<file path="config.mk">
export PLATFORM = sky130hd
export DESIGN_NAME = diff_freq_serial_in
export DESIGN_NICKNAME = d
export VERILOG_FILES = /design/src/rtl/diff_freq_pkg.sv /design/src/rtl/diff_freq_serial_in_bit_sync.sv /design/src/rtl/diff_freq_serial_in.sv
export SDC_FILE = /design/constraint.sdc
export NUM_CORES = 1
export LEC_CHECK = 0
export ABC_AREA = 0
export BUFFER_PORTS_ARGS = -buffer_cell sky130_fd_sc_hd__buf_2
export CELL_PAD_IN_SITES_DETAIL_PLACEMENT = 1
export CELL_PAD_IN_SITES_GLOBAL_PLACEMENT = 2
export CORE_MARGIN = 4
export CORE_UTILIZATION = 40
export CTS_BUF_LIST = sky130_fd_sc_hd__clkbuf_8
export CTS_CLUSTER_SIZE = 20
export DETAILED_ROUTE_END_ITERATION = 12
export GPL_TIMING_DRIVEN = 1
export PLACE_DENSITY_LB_ADDON = 0.1
export SYNTH_ARGS = -nofsm -noshare
export SYNTH_HDL_FRONTEND = slang
export SYNTH_HIERARCHICAL = 1
export SYNTH_SLANG_ARGS = --single-unit
</file>
<file path="constraint.sdc">
create_clock -name clk -period 3.29 [get_ports clk]
set_input_delay 0.329 -clock clk [delete_from_list [all_inputs] [get_ports clk]]
set_output_delay 0.329 -clock clk [all_outputs]
set_load 0.005 [all_outputs]
</file>
<file path="src/rtl/diff_freq_pkg.sv">
// Shared definitions for the dual-rate serial link: FSM encodings and the
// default bit periods used by both the transmitter and the receiver.
package diff_freq_pkg;

    typedef enum logic [1:0] {
        S_IDLE = 2'd0,
        S_WAIT = 2'd1,
        S_RECV = 2'd2,
        S_DONE = 2'd3
    } state_t;

    localparam logic [7:0] DEF_LOW_FREQ  = 8'd20;
    localparam logic [7:0] DEF_HIGH_FREQ = 8'd10;

endpackage

</file>
<file path="src/rtl/diff_freq_serial_in_bit_sync.sv">
// Two-flop synchronizer bringing the asynchronous serial line into clk.
module bit_sync (
    input  logic clk,
    input  logic rst_n,
    input  logic d,
    output logic q
);

    logic meta;

    always_ff @(posedge clk or negedge rst_n) begin
        if (!rst_n) begin
            meta <= 1'b0;
            q    <= 1'b0;
        end else begin
            meta <= d;
            q    <= meta;
        end
    end

endmodule

</file>
<file path="src/rtl/diff_freq_serial_in.sv">
// Serial frame receiver with a per-bit selectable period; each bit is the
// majority of three samples taken inside its window, LSB first.
module diff_freq_serial_in
    import diff_freq_pkg::*;
#(
    parameter int         DATA_BIT    = 16,
    parameter logic [7:0] LOW_FREQ    = DEF_LOW_FREQ,
    parameter logic [7:0] HIGH_FREQ   = DEF_HIGH_FREQ,
    parameter int         START_DELAY = 2
) (
    input  logic                clk,
    input  logic                rst_n,
    input  logic                i_serial,
    input  logic                i_start,
    input  logic                i_stop,
    input  logic                i_sel_freq,
    output logic [DATA_BIT-1:0] o_data,
    output logic                o_done_tick,
    output logic                o_err,
    output logic                o_busy,
    output logic [1:0]          o_state
);

    if (LOW_FREQ < 8'd4 || HIGH_FREQ < 8'd4) begin : g_bad_freq
        $error("diff_freq_serial_in: LOW_FREQ and HIGH_FREQ must be at least 4");
    end
    if (DATA_BIT < 1 || DATA_BIT > 32) begin : g_bad_width
        $error("diff_freq_serial_in: DATA_BIT must be within 1..32");
    end
    if (START_DELAY < 1 || START_DELAY > 256) begin : g_bad_delay
        $error("diff_freq_serial_in: START_DELAY must be within 1..256");
    end

    localparam logic [5:0] LAST_BIT = 6'(DATA_BIT - 1);
    localparam logic [7:0] DLY_LOAD = 8'(START_DELAY - 1);

    state_t              state;
    logic                line;
    logic [DATA_BIT-1:0] shreg;
    logic [5:0]          bit_cnt;
    logic [7:0]          dly_cnt;
    logic [7:0]          cnt;
    logic [7:0]          period;
    logic                err_acc;
    logic                s_a, s_b, s_c;

    bit_sync u_sync (
        .clk   (clk),
        .rst_n (rst_n),
        .d     (i_serial),
        .q     (line)
    );

    logic [7:0]          sel_p;
    logic [7:0]          pos_a, pos_b, pos_c;
    logic                c_eff;
    logic                maj;
    logic                next_err;
    logic [DATA_BIT-1:0] next_shreg;

    assign sel_p = i_sel_freq ? HIGH_FREQ : LOW_FREQ;
    assign pos_a = period >> 2;
    assign pos_b = period >> 1;
    assign pos_c = pos_a + pos_b;
    // For the shortest legal period the last sample lands on the window-end
    // count itself, so take it straight from the line in that case.
    assign c_eff      = (cnt == pos_c) ? line : s_c;
    assign maj        = (s_a & s_b) | (s_a & c_eff) | (s_b & c_eff);
    assign next_err   = err_acc | ~((s_a == s_b) && (s_b == c_eff));
    assign next_shreg = (shreg >> 1) | (DATA_BIT'(maj) << (DATA_BIT - 1));

    assign o_busy  = (state != S_IDLE);
    assign o_state = state;

    always_ff @(posedge clk or negedge rst_n) begin
        if (!rst_n) begin
            state       <= S_IDLE;
            o_data      <= '0;
            o_err       <= 1'b0;
            o_done_tick <= 1'b0;
            shreg       <= '0;
            bit_cnt     <= '0;
            dly_cnt     <= '0;
            cnt         <= '0;
            period      <= '0;
            err_acc     <= 1'b0;
            s_a         <= 1'b0;
            s_b         <= 1'b0;
            s_c         <= 1'b0;
        end else begin
            o_done_tick <= 1'b0;
            if (state != S_IDLE && i_stop) begin
                state <= S_IDLE;
            end else begin
                case (state)
                    S_IDLE: begin
                        if (i_start && !i_stop) begin
                            state   <= S_WAIT;
                            shreg   <= '0;
                            bit_cnt <= '0;
                            err_acc <= 1'b0;
                            dly_cnt <= DLY_LOAD;
                        end
                    end
                    S_WAIT: begin
                        if (dly_cnt == 8'd0) begin
                            state  <= S_RECV;
                            cnt    <= '0;
                            period <= sel_p;
                        end else begin
                            dly_cnt <= dly_cnt - 8'd1;
                        end
                    end
                    S_RECV: begin
                        if (cnt == pos_a) s_a <= line;
                        if (cnt == pos_b) s_b <= line;
                        if (cnt == pos_c) s_c <= line;
                        if (cnt == period - 8'd1) begin
                            shreg   <= next_shreg;
                            err_acc <= next_err;
                            cnt     <= '0;
                            if (bit_cnt == LAST_BIT) begin
                                state       <= S_DONE;
                                o_data      <= next_shreg;
                                o_err       <= next_err;
                                o_done_tick <= 1'b1;
                            end else begin
                                bit_cnt <= bit_cnt + 6'd1;
                                period  <= sel_p;
                            end
                        end else begin
                            cnt <= cnt + 8'd1;
                        end
                    end
                    S_DONE: begin
                        state <= S_IDLE;
                    end
                    default: state <= S_IDLE;
                endcase
            end
        end
    end

endmodule

</file>
Yosys cells after proc, flatten, opt, wreduce, memory -nomap -nowiden
Cells that the tools add are included.
{"block": "op_classes", "reduce_logical": 20, "addsub": 5, "n_eq_ne": 19, "n_mux": 32, "n_bitwise": 9}
{"op": "8-bit two-way mux", "n": 7}
{"op": "8-bit case mux with 2 select lines", "n": 3}
{"op": "16-bit two-way mux", "n": 2}
{"op": "16-bit case mux with 2 select lines", "n": 1}
{"op": "6-bit two-way mux", "n": 3}
{"op": "8-bit == test", "n": 2}
{"op": "15-bit by 16-bit bitwise OR with 16-bit output", "n": 1}
{"op": "4-bit AND reduction", "n": 4}
{"op": "8-bit by 1-bit subtractor with 8-bit output (second input constant)", "n": 2}
{"op": "3-bit inequality test (second input constant)", "n": 4}
{"op": "6-bit case mux with 2 select lines", "n": 1}
{"op": "2-bit two-way mux", "n": 5}
{"op": "2-bit inequality test (second input constant)", "n": 5}
{"op": "5-bit AND reduction", "n": 2}
{"op": "3-bit AND reduction", "n": 3}
{"op": "6-bit by 7-bit adder with 8-bit output", "n": 1}
{"op": "8-bit by 1-bit adder with 8-bit output (second input constant)", "n": 1}
{"op": "8-bit by 6-bit == test with 1-bit output", "n": 1}
{"op": "8-bit by 7-bit == test with 1-bit output", "n": 1}
{"op": "8-bit zero test", "n": 1}
{"op": "2-bit case mux with 4 select lines", "n": 1}
{"op": "2-bit nonzero test", "n": 4}
{"op": "1-bit two-way mux", "n": 7}
{"op": "6-bit by 1-bit adder with 6-bit output (second input constant)", "n": 1}
{"op": "other kinds (13)", "n": 22}
{"block": "totals", "output_inout_bits": 21, "ff_bits": 72, "input_bits": 6}

Longest topological paths before layout
Gate-level depths: netlist of run 1.
{"block": "logic_depth", "word_depth": 9, "ltp_mapped": 10, "ltp_nobuf": 8}

Hierarchy
Netlist of run 1, hierarchy kept.
{"module": "diff_freq_serial_in", "area_per_inst_um2": 3311.9, "n_inst": 1, "cells_each": 329, "seq_area_each_um2": 1576.5}
{"module": "bit_sync", "area_per_inst_um2": 50.0, "n_inst": 1, "cells_each": 2, "seq_area_each_um2": 50.0}

Worst setup path after synthesis of run 1
No wires, ideal clock.
{"block": "synth_path", "path_kind": "register to register", "from": "reg period[3]", "to": "reg o_data[10]", "stages_incl_launch_ff": 9, "setup_time_ns": 0.125, "n_path_buf": 1, "required_ns": 3.165, "period_less_slack_ns": 2.486, "t_arrival_ns": 2.361, "path_slack_ns": 0.804, "cell_sequence": "dfrtp_1 > inv_1 > ha_1 > xor2_1 > nand3_1 > or3_4 > nor3_4 > buf_12 > mux2_4"}
{"block": "synth_via", "elab_chain_len": 3}
{"item": "start, declared", "line": "diff_freq_serial_in.sv:43", "rtl": "logic [7:0] period;"}
{"item": "start signal, assigned", "line": "diff_freq_serial_in.sv:109", "rtl": "period <= sel_p;"}
{"item": "start signal, assigned", "line": "diff_freq_serial_in.sv:129", "rtl": "period <= sel_p;"}
{"item": "8-bit by 1-bit subtractor with 8-bit output", "line": "diff_freq_serial_in.sv:118", "rtl": "if (cnt == period - 8'd1) begin"}
{"item": "8-bit == test", "line": "diff_freq_serial_in.sv:118"}
{"item": "4-bit AND reduction (no line)"}
{"item": "end signal, assigned", "line": "diff_freq_serial_in.sv:124", "rtl": "o_data <= next_shreg;"}
{"item": "end, declared", "line": "diff_freq_serial_in.sv:17", "rtl": "output logic [DATA_BIT-1:0] o_data,"}
Every way passes these cells.
A chain may end at the register's enable or synchronous reset.

Worst setup path after layout of run 1
{"block": "layout_path", "from": "reg period[2]", "to": "reg bit_cnt[1]"}
{"block": "layout_via", "elab_chain_len": 4}
{"item": "8-bit by 1-bit subtractor with 8-bit output", "line": "diff_freq_serial_in.sv:118"}
{"item": "8-bit == test", "line": "diff_freq_serial_in.sv:118"}
{"item": "2-bit inequality test (no line)"}
{"item": "5-bit AND reduction (no line)"}
{"item": "end signal, assigned", "line": "diff_freq_serial_in.sv:128", "rtl": "bit_cnt <= bit_cnt + 6'd1;"}
{"item": "end, declared", "line": "diff_freq_serial_in.sv:40", "rtl": "logic [5:0] bit_cnt;"}
Every way passes these cells.

==> metrics.txt, run 1 <==
result of the run finished, final reports clean; CTS clk-pin slew, worst paths 0.07 ns; Tmin final 2.73 ns; Slowest Stage Delay on Critical Path 0.56 ns; Placed Area 3580 sq um; top post-synthesis cells by count dfrtp_1, nand2_1, nand3_1; Buf/Inv on CP 2; Detailed Place HPWL 5370 microns; CP endpoint kind flop; HP Class input pin to flop; Vias 2429; post-synth net total 351; critical-path cell list inv_1, ha_1, xor2_1, nand3_1, o31ai_4, and2_1, buf_4, nand4_1, nand3_1; Critical Path Most Common Cell nand3_1; CP Class flop to flop; initial antenna violation count 0; DIE HEIGHT 99.7 microns; fin crit share 0.831; Initial Utilization 0.409; Layout area overhead 12.6%; Detail Route Antenna Nets 0; Yosys top cell area share 0.484; Worst slew margin 0.350; die area 9940 sq um; EDFF count, synth 0; Max-Cap Viols 0; post-CTS sizing 0; gp weighted congestion 0.807; Num Clock Sinks 65; RSZ-0062 raised after global routing false; grt total ovfl 0; drt drc 0; Synth area leader dfrtp_1; Inserted Diodes 0; Cell variety after synth 43; fin. max-slew vios 0; post-synthesis average cell area 10.2 sq um; crit path launch type flop; Slew @ Worst Pin 0.966 ns; post-CTS setup buffer count 0; DIE WIDTH 99.7 microns; Worst-Skew Late Latency 0.35 ns; vias in the first global route 2547; Site Rows 33; detail-routed net length per standard cell 15.9 microns; largest net degree at the start of global routing 28; share of cells above drive strength 1 0.208; clk_skew 0.00960 ns; #FFs+latches synth 65; family with the most delay on the worst path simple AND/OR/NAND/NOR gates; fmax 0.366 GHz; Synth Cell Area 3360 sq um; Setup-failing EPs final 0; Cells after Synth 331; top cells by area, synth dfrtp_1, nand2_1, ha_1; power density over the cells 713 nW/um^2; design area 3790 sq um; most frequent cell after synthesis dfrtp_1; Top Ports 27; Final Power 2.70 mW; count of final hold-check violations 0; final wirelength 7500 microns; leak pwr 1.90 nW; Syn. warnings 6; Iter 0 DRT Violations 55; root buffer cell clkbuf_8; CTS Buffer Depth 2; Worst Path Required 3.58 ns; crit path DAT 3.02 ns; H-tree Lvls 3; Core Box Area 8220 sq um; total iterations of the first detailed-routing run 4; critical path fanouts, max 11; nets@finish 381; gr usage total 0.169; Port Buffers 26; CTS tree built; first-pass GRT wire length 13100 microns; mean number of vias per cell 5.16; hold buffers post-CTS 1; ys async rst share 1.00; cts bufs inserted 9; Primary FF master, synth dfrtp_1; crit path max-delay cell type o31ai_4; final setup TNS 0 ns; maximum vdd drop 0.322 mV; sequential-to-total area share from yosys stat 0.484
-- sequential cells by signal, summed over array words and instances, names as in the netlist, 2 cells and up --
| signal | cells |
|---|---|
| cnt | 8 |
| shreg | 15 |
| bit_cnt | 6 |
| period | 2 |
| dly_cnt | 8 |
| o_state | 2 |
| o_data | 16 |
-- layout make-up --
type | count | area [sq um]
tap | 105 | 131
multi-input combinational | 240 | 1600
timing repair buffer | 34 | 193
inverter | 11 | 41.3
fill | 947 | 4430
clock buffer | 10 | 138
sequential | 65 | 1630
clock inverter | 6 | 58.8
-- layer usage --
metal | GRT usage | wire, microns
met1 | 0.233 | 3720
met2 | 0.254 | 3460
met3 | 0.0414 | 197
met4 | 0.0662 | 124
met5 | 0 | 0
-- layout by cell type (no fill, tap or decap), drive strengths merged --
cell / instances
o21ai: 16
clkinv: 2
nand2b: 4
clkinvlp: 2
o221a: 1
mux2: 21
and2: 2
and3: 4
bufinv: 1
nand4: 3
o31ai: 6
a31oi: 2
dfrtp: 65
or3: 3
mux2i: 4
a21oi: 10
a22o: 2
and3b: 1
a211oi: 2
nor4: 5
dlygate4sd3: 1
o21ba: 1
nor3b: 1
nand3: 34
ha: 14
inv: 12
buf: 33
o41ai: 1
nand3b: 2
nor2: 22
xnor2: 4
o2111ai: 1
nand4b: 2
nor2b: 3
xor2: 10
or4: 2
clkbuf: 10
nand2: 48
nor3: 9
-- power breakdown --
part / switching [mW] / total (mW) / internal, mW
logic: 0.551 / 0.932 / 0.381
clock network: 0.324 / 0.689 / 0.365
registers: 0.154 / 1.08 / 0.924
-- per-stage QoR --
| step | hold slack [ns] | worst slack (ns) | util | std cells |
|---|---|---|---|---|
| global route | 0.0710 | 0.307 | 0.461 | 471 |
| CTS | 0.0686 | 0.504 | 0.461 | 471 |
| global placement | 0.336 | 0.637 | 0.436 | 454 |
| detailed placement | 0.342 | 0.543 | 0.436 | 454 |
| finish | 0.0913 | 0.555 | 0.461 | 471 |
| floorplan | 0.0334 | 0.804 | - | 331 |
-- worst register-to-register path, cell delays in order (launching register included) --
cell	delay [ns]
dfrtp_1	0.49
inv_1	0.13
ha_1	0.34
xor2_1	0.16
nand3_1	0.19
o31ai_4	0.56
and2_1	0.37
buf_4	0.24
nand4_1	0.11
nand3_1	0.09
-- worst paths after layout --
path	startpoint	to	slack, ns	depth (start not counted)
hold reg to reg	u_sync/meta	u_sync/q	0.36	0
max in group asynchronous	rst_n	dly_cnt[6]	2.04	3
hold / removal	i_serial	u_sync/meta	0.09	1
setup / recovery	period[2]	bit_cnt[1]	0.56	9
setup reg to reg	period[2]	bit_cnt[1]	0.56	9
min in group asynchronous	rst_n	cnt[2]	0.48	2
-- cell families (layout without fill, tap and decap cells) --
kind of cell | count (synthesis) | in the layout | synth area share
multiplexers | 25 | 25 | 0.0912
buffers and inverters | 26 | 61 | 0.0409
AO/OA/AOI/OAI | 42 | 42 | 0.0811
AND/OR/NAND/NOR | 145 | 145 | 0.214
XOR/XNOR | 14 | 14 | 0.0365
flip-flops | 65 | 65 | 0.484
adder cells (fa/ha/maj) | 14 | 14 | 0.0521
No activity file was read; power rests on OpenSTA's default activity.
==> run 2, diff against run 1 <==
--- a/config.mk
+++ b/config.mk
@@ -5,12 +5,12 @@
 export SDC_FILE = /design/constraint.sdc
 export NUM_CORES = 1
 export LEC_CHECK = 0
-export ABC_AREA = 0
+export ABC_AREA = 1
 export BUFFER_PORTS_ARGS = -buffer_cell sky130_fd_sc_hd__buf_2
 export CELL_PAD_IN_SITES_DETAIL_PLACEMENT = 1
 export CELL_PAD_IN_SITES_GLOBAL_PLACEMENT = 2
 export CORE_MARGIN = 4
-export CORE_UTILIZATION = 40
+export CORE_UTILIZATION = 37
 export CTS_BUF_LIST = sky130_fd_sc_hd__clkbuf_8
 export CTS_CLUSTER_SIZE = 20
 export DETAILED_ROUTE_END_ITERATION = 12
==> constraint.sdc (replaced) <==
create_clock -name clk -period 2.52 [get_ports clk]
set_input_delay 0.252 -clock clk [delete_from_list [all_inputs] [get_ports clk]]
set_output_delay 0.252 -clock clk [all_outputs]
set_load 0.005 [all_outputs]
==> metrics.txt, run 2 <==
result of the run finished, final reports clean (unchanged); gp weighted congestion 0.822 (was 0.807); #FFs+latches synth 65 (unchanged); gr usage total 0.154 (was 0.169); commonest cells after routing, fill and taps aside nand2_1, dfrtp_1, inv_1 (was dfrtp_1, nand2_1, nand3_1); sequential-to-total area share from yosys stat 0.477 (was 0.484); Vias 2728 (was 2429); RSZ-0062 raised after global routing false (unchanged); DIE WIDTH 104 microns (was 99.7 microns); detail-routed net length per standard cell 13.9 microns (was 15.9 microns); final setup TNS 0 ns (unchanged); dpl cells 543 (was 454); hold buffers post-CTS 2 (was 1); share of cells above drive strength 1 0.152 (was 0.208); critical path fanouts, max 15 (was 11); CP Class flop to flop (unchanged); count of final hold-check violations 0 (unchanged); initial antenna violation count 0 (unchanged); Inserted Diodes 0 (unchanged); Synth Cell Area 3410 sq um (was 3360 sq um); post-synthesis average cell area 8.26 sq um (was 10.2 sq um); Final WS setup 0.313 ns (was 0.555 ns); top post-synthesis cells by count nand2_1, dfrtp_1, inv_1 (was dfrtp_1, nand2_1, nand3_1); Primary FF master, synth dfrtp_1 (unchanged); CTS Buffer Depth 2 (unchanged); Slew @ Worst Pin 0.468 ns (was 0.966 ns); Max-Cap Viols 0 (unchanged); Iter 0 DRT Violations 72 (was 55); largest registers o_data (16), shreg (15) (unchanged); Setup-failing EPs final 0 (unchanged); Worst slew margin 0.688 (was 0.350); Worst Path Required 2.81 ns (was 3.58 ns); post-CTS setup buffer count 0 (unchanged); gr busiest metal met2 (unchanged); vias in the first global route 2890 (was 2547); Detailed Place HPWL 5810 microns (was 5370 microns); Cell variety after synth 32 (was 43); largest register by flop count o_data (unchanged); largest net degree at the start of global routing 50 (was 28); Site Rows 34 (was 33); HP Start i_sel_freq (was i_serial); cts bufs inserted 9 (unchanged); mean number of vias per cell 4.86 (was 5.16); die area 10800 sq um (was 9940 sq um); CP endpoint kind flop (unchanged); DIE HEIGHT 104 microns (was 99.7 microns); first-pass GRT wire length 13600 microns (was 13100 microns); Detail Route Antenna Nets 0 (unchanged); Worst-Skew Late Latency 0.34 ns (was 0.35 ns); R2R Path Start period[3] (was period[2]); final wirelength 7800 microns (was 7500 microns); EDFF count, synth 0 (unchanged); CTS clk-pin slew, worst paths 0.08 ns (was 0.07 ns); most frequent cell after synthesis nand2_1 (was dfrtp_1); grt met3 use 0.0211 (was 0.0414); Min-Delay Endpoint period[3] (was u_sync/meta); design area 3900 sq um (was 3790 sq um); Critical R2R Capture bit_cnt[0] (was bit_cnt[1]); Tmin final 2.21 ns (was 2.73 ns); power density over the cells 968 nW/um^2 (was 713 nW/um^2); Core Box Area 8850 sq um (was 8220 sq um); H-tree Lvls 3 (unchanged); clk_skew 0.0128 ns (was 0.00960 ns); Placed Area 3680 sq um (was 3580 sq um); R2R Setup Slk 0.31 ns (was 0.56 ns); Yosys top cell area share 0.477 (was 0.484); fin. max-slew vios 0 (unchanged); Cells after Synth 413 (was 331); met1 global-route usage 0.198 (was 0.233); Largest register FFs 16 (unchanged); Final Non-Filler Cells 561 (was 471); crit path launch type flop (unchanged); Port Buffers 26 (unchanged); post-synth net total 433 (was 351); drt drc 0 (unchanged); Syn. warnings 6 (unchanged); HP Class input pin to flop (unchanged); nets@finish 468 (was 381); fin crit share 0.876 (was 0.831); Initial Utilization 0.385 (was 0.409); Hold Path Stages 3 (was 1); top cells by area, synth dfrtp_1, nand2_1, inv_1 (was dfrtp_1, nand2_1, ha_1); root buffer cell clkbuf_8 (unchanged); crit path DAT 2.49 ns (was 3.02 ns); fmax 0.453 GHz (was 0.366 GHz); total iterations of the first detailed-routing run 4 (unchanged); reg2reg path depth 9 (unchanged); ys async rst share 1.00 (unchanged); met2 global-route usage 0.266 (was 0.254); post-CTS sizing 0 (unchanged); dpl ws 0.284 ns (was 0.543 ns); CTS tree built (unchanged); grt total ovfl 0 (unchanged); leak pwr 1.97 nW (was 1.90 nW); maximum vdd drop 0.356 mV (was 0.322 mV); Layout area overhead 14.3% (was 12.6%); Num Clock Sinks 65 (unchanged); most common cell after layout, fill and taps aside nand2_1 (was dfrtp_1); Synth area leader dfrtp_1 (unchanged); Top Ports 27 (unchanged)
run 2: cell count changes after synthesis, sizes merged, moves of 5 or more:
cell    before  now
clkbuf       7    0
nand3       34   28
inv         11   59
nand2       48  118
o21ai       16   45
nor4         5    0
mux2        21    0
a21oi       10    4
nor2        22   31
nand4        3    9
run 2: layout make-up:
type / instances / area, sq um
fill: 1094 / 4950
clock buffer: 9 / 124
timing repair buffer: 31 / 198
inverter: 59 / 221
clock inverter: 7 / 77.6
multi-input combinational: 282 / 1520
sequential: 65 / 1630
tap: 108 / 135
run 2: through the flow:
stage	utilization	power [mW]	hold slack (ns)
final	0.440	3.77	0.159
after global placement	0.415	2.89	0.231
after CTS	0.440	3.85	0.143
after global routing	0.440	4.15	0.178
after detailed placement	0.415	2.90	0.232
after floorplan	-	2.49	-0.0436
run 2: layer usage:
metal	vias to the layer above	share of wire
met5	-	0
met4	0	0.014
met3	11	0.016
met2	23	0.48
met1	1305	0.49
li1	1389	-
run 2: kinds of logic (layout without fill, tap and decap cells):
group | after synthesis | after routing | synth area share
mux | 1 | 1 | 0.00294
fa+ha+maj | 14 | 14 | 0.0514
simple gates | 198 | 198 | 0.257
compound gates | 56 | 56 | 0.100
xor+xnor | 13 | 13 | 0.0334
buf+inv | 66 | 106 | 0.0785
flops | 65 | 65 | 0.477
run 2: worst max-delay path by stage:
stage,from,to,slack [ns],depth (start not counted)
final,period[3],bit_cnt[0],0.31,9
after global routing,period[2],shreg[15],0.08,9
after floorplan,period[3],shreg[1],0.63,9
after detailed placement,period[3],bit_cnt[0],0.28,9
after global placement,period[3],bit_cnt[0],0.38,9
after CTS,period[3],bit_cnt[0],0.28,9
run 2: report_power, final:
| group | switching [mW] | internal [mW] |
|---|---|---|
| Clock | 0.450 | 0.465 |
| Sequential | 0.143 | 1.17 |
| Combinational | 1.04 | 0.496 |
| Total | 1.64 | 2.14 |
run 2: worst max-delay path, cell delays in order, from the launching register on:
cell	delay (ns)
dfrtp_1	0.45
inv_1	0.14
ha_1	0.37
a21oi_1	0.20
nand3_2	0.15
nor2_4	0.19
nand3_2	0.27
inv_1	0.23
nand3b_1	0.10
nand2_1	0.07
